**src/rtl/rx_buff_rd_if.sv**
```systemverilog
// Burst request/completion handshake between the RX buffer read controller (master)
// and the read-side DMA/TLP engine (slave).
interface rx_buff_rd_if #(
    parameter int unsigned AW = 10
) ();
    logic          burst_req_valid;
    logic [AW-1:0] burst_addr;
    logic [AW-1:0] burst_len;
    logic          burst_ack;
    logic          burst_done;

    modport master (
        output burst_req_valid,
        output burst_addr,
        output burst_len,
        input  burst_ack,
        input  burst_done
    );

    modport slave (
        input  burst_req_valid,
        input  burst_addr,
        input  burst_len,
        output burst_ack,
        output burst_done
    );
endinterface

```
**src/rtl/rx_buff_rd_ctrl.sv**
```systemverilog
// Read-side controller of the RX ring buffer: issues bounded, non-wrapping read bursts and
// returns the committed read address. Optional feature macro: RX_RD_COMMIT_HOLD_EN (post-commit hold).
module rx_buff_rd_ctrl #(
    parameter int unsigned AW        = 10,
    parameter int unsigned MAX_BURST = 16
) (
    input  logic          clk,
    input  logic          reset,
    input  logic [AW-1:0] commited_wr_address_in,
    rx_buff_rd_if.master  bus,
    output logic [AW-1:0] commited_rd_address_out,
    output logic          busy
);

    localparam logic [AW:0]   DEPTH   = {1'b1, {AW{1'b0}}};
    localparam logic [AW-1:0] MAX_LEN = AW'(MAX_BURST);

`ifdef RX_RD_COMMIT_HOLD_EN
    localparam int unsigned HOLD_CW   = 2;
    localparam logic [HOLD_CW-1:0] HOLD_LAST = HOLD_CW'(3);

    typedef enum logic [4:0] {
        S_IDLE   = 5'b00001,
        S_REQ    = 5'b00010,
        S_WAIT   = 5'b00100,
        S_COMMIT = 5'b01000,
        S_HOLD   = 5'b10000
    } state_e;
`else
    typedef enum logic [3:0] {
        S_IDLE   = 4'b0001,
        S_REQ    = 4'b0010,
        S_WAIT   = 4'b0100,
        S_COMMIT = 4'b1000
    } state_e;
`endif

    state_e        state_q, state_d;
    logic [AW-1:0] wr_reg_q, wr_reg_d;
    logic [AW-1:0] rd_ptr_q, rd_ptr_d;
    logic [AW-1:0] burst_addr_q, burst_addr_d;
    logic [AW-1:0] burst_len_q, burst_len_d;
    logic [AW-1:0] commit_q, commit_d;
    logic          req_valid_q, req_valid_d;
    logic          busy_q, busy_d;
`ifdef RX_RD_COMMIT_HOLD_EN
    logic [HOLD_CW-1:0] hold_cnt_q, hold_cnt_d;
`endif

    logic [AW-1:0] avail;
    logic [AW:0]   to_end;
    logic [AW-1:0] len_cap;
    logic [AW-1:0] len_next;
    logic          have_data;

    // Burst length: pending words, clipped to MAX_BURST and to the wrap point.
    always_comb begin : len_calc
        avail     = wr_reg_q - rd_ptr_q;
        have_data = (avail != '0);
        to_end    = DEPTH - {1'b0, rd_ptr_q};
        len_cap   = (avail < MAX_LEN) ? avail : MAX_LEN;
        len_next  = ({1'b0, len_cap} > to_end) ? to_end[AW-1:0] : len_cap;
    end

    // State and datapath registers.
    always_ff @(posedge clk or posedge reset) begin : regs
        if (reset) begin
            state_q      <= S_IDLE;
            wr_reg_q     <= '0;
            rd_ptr_q     <= '0;
            burst_addr_q <= '0;
            burst_len_q  <= '0;
            commit_q     <= '0;
            req_valid_q  <= 1'b0;
            busy_q       <= 1'b0;
`ifdef RX_RD_COMMIT_HOLD_EN
            hold_cnt_q   <= '0;
`endif
        end else begin
            state_q      <= state_d;
            wr_reg_q     <= wr_reg_d;
            rd_ptr_q     <= rd_ptr_d;
            burst_addr_q <= burst_addr_d;
            burst_len_q  <= burst_len_d;
            commit_q     <= commit_d;
            req_valid_q  <= req_valid_d;
            busy_q       <= busy_d;
`ifdef RX_RD_COMMIT_HOLD_EN
            hold_cnt_q   <= hold_cnt_d;
`endif
        end
    end

    // Next-state logic; done is only honoured in WAIT, so ack+done in REQ drops the done.
    always_comb begin : next_state
        state_d = state_q;
        case (state_q)
            S_IDLE:   if (have_data) state_d = S_REQ;
            S_REQ:    if (bus.burst_ack) state_d = S_WAIT;
            S_WAIT:   if (bus.burst_done) state_d = S_COMMIT;
`ifdef RX_RD_COMMIT_HOLD_EN
            S_COMMIT: state_d = S_HOLD;
            S_HOLD:   if (hold_cnt_q == HOLD_LAST) state_d = S_IDLE;
`else
            S_COMMIT: state_d = S_IDLE;
`endif
            default:  state_d = S_IDLE;
        endcase
    end

    // Output and datapath updates for each state.
    always_comb begin : out_logic
        wr_reg_d     = commited_wr_address_in;
        rd_ptr_d     = rd_ptr_q;
        burst_addr_d = burst_addr_q;
        burst_len_d  = burst_len_q;
        commit_d     = commit_q;
        req_valid_d  = req_valid_q;
        busy_d       = (state_d != S_IDLE);
`ifdef RX_RD_COMMIT_HOLD_EN
        hold_cnt_d   = '0;
`endif
        case (state_q)
            S_IDLE: begin
                if (have_data) begin
                    req_valid_d  = 1'b1;
                    burst_addr_d = rd_ptr_q;
                    burst_len_d  = len_next;
                end
            end
            S_REQ: begin
                if (bus.burst_ack) req_valid_d = 1'b0;
            end
            S_WAIT: begin
                if (bus.burst_done) rd_ptr_d = rd_ptr_q + burst_len_q;
            end
            S_COMMIT: begin
                commit_d = rd_ptr_q;
            end
`ifdef RX_RD_COMMIT_HOLD_EN
            S_HOLD: begin
                hold_cnt_d = hold_cnt_q + HOLD_CW'(1);
            end
`endif
            default: ;
        endcase
    end

    assign bus.burst_req_valid      = req_valid_q;
    assign bus.burst_addr           = burst_addr_q;
    assign bus.burst_len            = burst_len_q;
    assign commited_rd_address_out  = commit_q;
    assign busy                     = busy_q;

endmodule
```
**src/flat_wrapper.sv**
```systemverilog
// flat-port wrapper written by rule: the top's interface ports become plain ports
module rx_buff_rd_ctrl_flat 
#(
    parameter int unsigned AW        = 10,
    parameter int unsigned MAX_BURST = 16
)
  (clk, reset, commited_wr_address_in, commited_rd_address_out, busy, bus_burst_req_valid, bus_burst_addr, bus_burst_len, bus_burst_ack, bus_burst_done);
  rx_buff_rd_if #(.AW(AW)) bus_i ();
  input  logic clk;
  input  logic reset;
  input  logic [AW-1:0] commited_wr_address_in;
  output logic [AW-1:0] commited_rd_address_out;
  output logic busy;
  output wire logic [$bits(bus_i.burst_req_valid)-1:0] bus_burst_req_valid;
  output wire logic [$bits(bus_i.burst_addr)-1:0] bus_burst_addr;
  output wire logic [$bits(bus_i.burst_len)-1:0] bus_burst_len;
  input wire logic [$bits(bus_i.burst_ack)-1:0] bus_burst_ack;
  input wire logic [$bits(bus_i.burst_done)-1:0] bus_burst_done;
  assign bus_burst_req_valid = bus_i.burst_req_valid;
  assign bus_burst_addr = bus_i.burst_addr;
  assign bus_burst_len = bus_i.burst_len;
  assign bus_i.burst_ack = bus_burst_ack;
  assign bus_i.burst_done = bus_burst_done;
  rx_buff_rd_ctrl #(.AW(AW), .MAX_BURST(MAX_BURST)) u_core (.clk(clk), .reset(reset), .commited_wr_address_in(commited_wr_address_in), .bus(bus_i), .commited_rd_address_out(commited_rd_address_out), .busy(busy));
endmodule
```
**config.mk**
```make
export PLATFORM = sky130hd
export DESIGN_NAME = rx_buff_rd_ctrl_flat
export DESIGN_NICKNAME = d
export VERILOG_FILES = /design/src/rtl/rx_buff_rd_if.sv /design/src/rtl/rx_buff_rd_ctrl.sv /design/src/flat_wrapper.sv
export SDC_FILE = /design/constraint.sdc
export NUM_CORES = 1
export LEC_CHECK = 0
export CORE_MARGIN = 8
export CORE_UTILIZATION = 30
export DETAILED_ROUTE_END_ITERATION = 6
export PLACE_DENSITY_LB_ADDON = 0.2
export RECOVER_POWER = 25
export SYNTH_ARGS = -nofsm -noshare
export SYNTH_HDL_FRONTEND = slang
export SYNTH_SLANG_ARGS = --single-unit
export TNS_END_PERCENT = 1
```
**constraint.sdc**
```tcl
create_clock -name clk -period 9.5 [get_ports clk]
set_input_delay 1.425 -clock clk [delete_from_list [all_inputs] [get_ports clk]]
set_output_delay 1.425 -clock clk [all_outputs]
set_load 0.05 [all_outputs]
```
==> reports/metrics.cfg <==
[outcome]
status=finished, violations left
violations=max-capacitance violations, max-slew violations

[placement]
post-dp-hpwl_um=6610
place_congestion=0.857
dp_cells=525
port_buffers=45
pre_cts_ws_ps=5000
placed_cell_area_um2=4100

[sta]
worst_slack_ps=4940
min_period_ps=4560
finalSetupTns_ps=0
timing.final.hold_violations=0
setup-violations-final=0
rsz0062_at_grt=false
min_period_over_period_pct=48.0
finalClockSkew_ps=10.9
max_freq_ghz=0.219
timing.hold.ws_ps=482
relSlewSlack_pct=-105
worst_pin_slew_ps=3070
drv_slew=68

[global_routing]
grt_pass1_vias=2749
antenna_found_initial=0
grt_max_degree=57
grt_pass1_wl_um=14200
grt.overflow.total=0
grt.total_usage_pct=11.9

[clocking]
cts_resized=0
clock-sinks=56
cts_root_buffer=clkbuf_16
htree_levels=2
cts_setup_buffers=0
cts_buffer_depth=2
clk_latency_ps=290
ctsHoldBuffers=0
cts_buffers=5
cts_tree=done
clk_pin_slew_ps=80

[yosys]
yosysSeqAreaShare_pct=40.3
yosysTopAreaCellShare_pct=39.6
synthFlopType=dfrtp_1
syn_area_um2=3480
async_flop_share_pct=100
ys_types=60
syn_inst=339
synth-seq-cells=56
ys_warn_count=0
yosysTopAreaCell=dfrtp_1
synth-edff-count=0
synthTopCellsByArea=dfrtp_1 40%, ha_1 10%, mux2_2 6.8%, inv_1 3.1%, xnor2_1 2.8%
synth_area_per_cell_um2=10.3

[critical_path]
worstPathArrival_ps=4780
path_max_fanout=12
reg2reg_depth=14
required_ps=9730
r2r_start=u_core.rd_ptr_q[4]
path_class=flop to flop
r2r-end=u_core.bus.burst_len[7]
end_kind=flop
reg2reg_setup_slack_ps=4940
crit_path_start_kind=flop

[floorplanning]
die_area_um2=15300
ios=46
initial_core_util_pct=30.6
rows=39
core_area_um2=11400
die-height_um=124
die_w_um=124

[cells_and_area]
final_area_um2=4220
drive_gt1_share_pct=10.3
final_common_cell=dfrtp_1
nNetsFinal=433
layout.cells.non_filler=533
num_antenna_cells=0
area_growth_pct=21.4
final_cell_mix=55 x dfrtp_1, 33 x clkdlybuf4s50_1, 28 x inv_1, 28 x ha_1, 24 x nand2_1
final_core_util_pct=37.2

[worst_hold_path]
hold_path_end=u_core.bus.burst_req_valid
hold_start=u_core.bus.burst_req_valid
hp-class=flop to flop
whs_path_depth=2

[routing]
wl_per_cell_um=16.1
drt_iter0_markers=143
drt-total-wl_um=8600
vias=2596
first_pass_iters=4
remaining_drc_errors=0
drtAntennaViolNets=0
vias_per_cell=4.87

[power_and_ir_drop]
power.total_mw=1.47
ir_worst_vdd_uv=123
p_leak_nw=1.90
power_density_nw_per_um2=347

[job]
maxCapViolations=2

-- kinds of logic (layout without fill, tap and decap cells) --
logic type	count (synthesis)	in the layout	share of synthesized area [%]
fa+ha+maj	30	30	11.2
buf+inv	36	83	4.60
other cells	1	5	0.108
xor+xnor	18	18	4.75
mux	30	30	9.56
simple gates	101	101	15.7
flops	56	56	40.3
compound gates	67	67	13.7
-- synthesized netlist by cell type (6+ instances only) --
| master | number |
|---|---|
| a21oi_1 | 13 |
| dfrtp_1 | 55 |
| ha_1 | 28 |
| inv_1 | 29 |
| mux2_2 | 21 |
| mux2i_1 | 7 |
| nand2_1 | 24 |
| nand3_1 | 10 |
| nor2_1 | 23 |
| o21ai_0 | 17 |
| xnor2_1 | 11 |
| xor2_1 | 6 |
-- cell type report --
cell class,instances,area (um2)
clock buffers,5,125
clock inverters,3,22.5
multi-input cells,251,1930
fillers,1136,7150
inverters,29,109
repair buffers,46,454
flip-flops and latches,56,1400
well taps,143,179
-- registers in the layout, indices dropped and copies added, names as in the netlist --
| signal | flops |
|---|---|
| u_core.bus.burst_addr | 10 |
| u_core.bus.burst_len | 10 |
| u_core.bus.burst_req_valid | 1 |
| u_core.busy | 1 |
| u_core.commited_rd_address_out | 10 |
| u_core.rd_ptr_q | 10 |
| u_core.state_q | 4 |
| u_core.wr_reg_q | 10 |
-- critical path: stages, from the launching register on --
cell       delay [ps]
dfrtp_1           490
inv_1             160
ha_1              400
o21a_1            220
a2bb2oi_1         170
a2111oi_4         380
and3_1            230
nand3_1           360
ha_1              470
nand3_1           100
nor4b_1           380
o32a_1            310
o31ai_1           120
a211oi_2          450
a32o_1            230
-- layer usage --
metal  vias up  track usage (%)  routed length (um)
met4         0             3.61                 127
li1       1309                -                   -
met3        12             2.58                 407
met2        45             19.2                3980
met1      1230             15.6                4090
met5         -                0                   0
-- report_power, final --
group	leakage (nW)	internal [mW]	total, mW	switching (mW)
registers	0.717	0.307	0.388	0.0817
logic	1.11	0.356	0.888	0.532
clock network	0.0742	0.0990	0.189	0.0901
-- how the worst max path moves through the flow --
| stage | startpoint | to | slack [ps] | cells after the start |
|---|---|---|---|---|
| 2_1_floorplan | u_core.rd_ptr_q[4] | u_core.bus.burst_len[3] | 5810 | 18 |
| 3_3_place_gp | u_core.rd_ptr_q[4] | u_core.bus.burst_len[7] | 5070 | 16 |
| 3_5_place_dp | u_core.rd_ptr_q[4] | u_core.bus.burst_len[7] | 5000 | 14 |
| 4_1_cts | u_core.rd_ptr_q[4] | u_core.bus.burst_len[7] | 4980 | 14 |
| 5_1_grt | reset | u_core.bus.burst_len[7] | 4260 | 3 |
| 6_report | u_core.rd_ptr_q[4] | u_core.bus.burst_len[7] | 4940 | 14 |
Note: power is estimated with default switching activity, not from simulation.
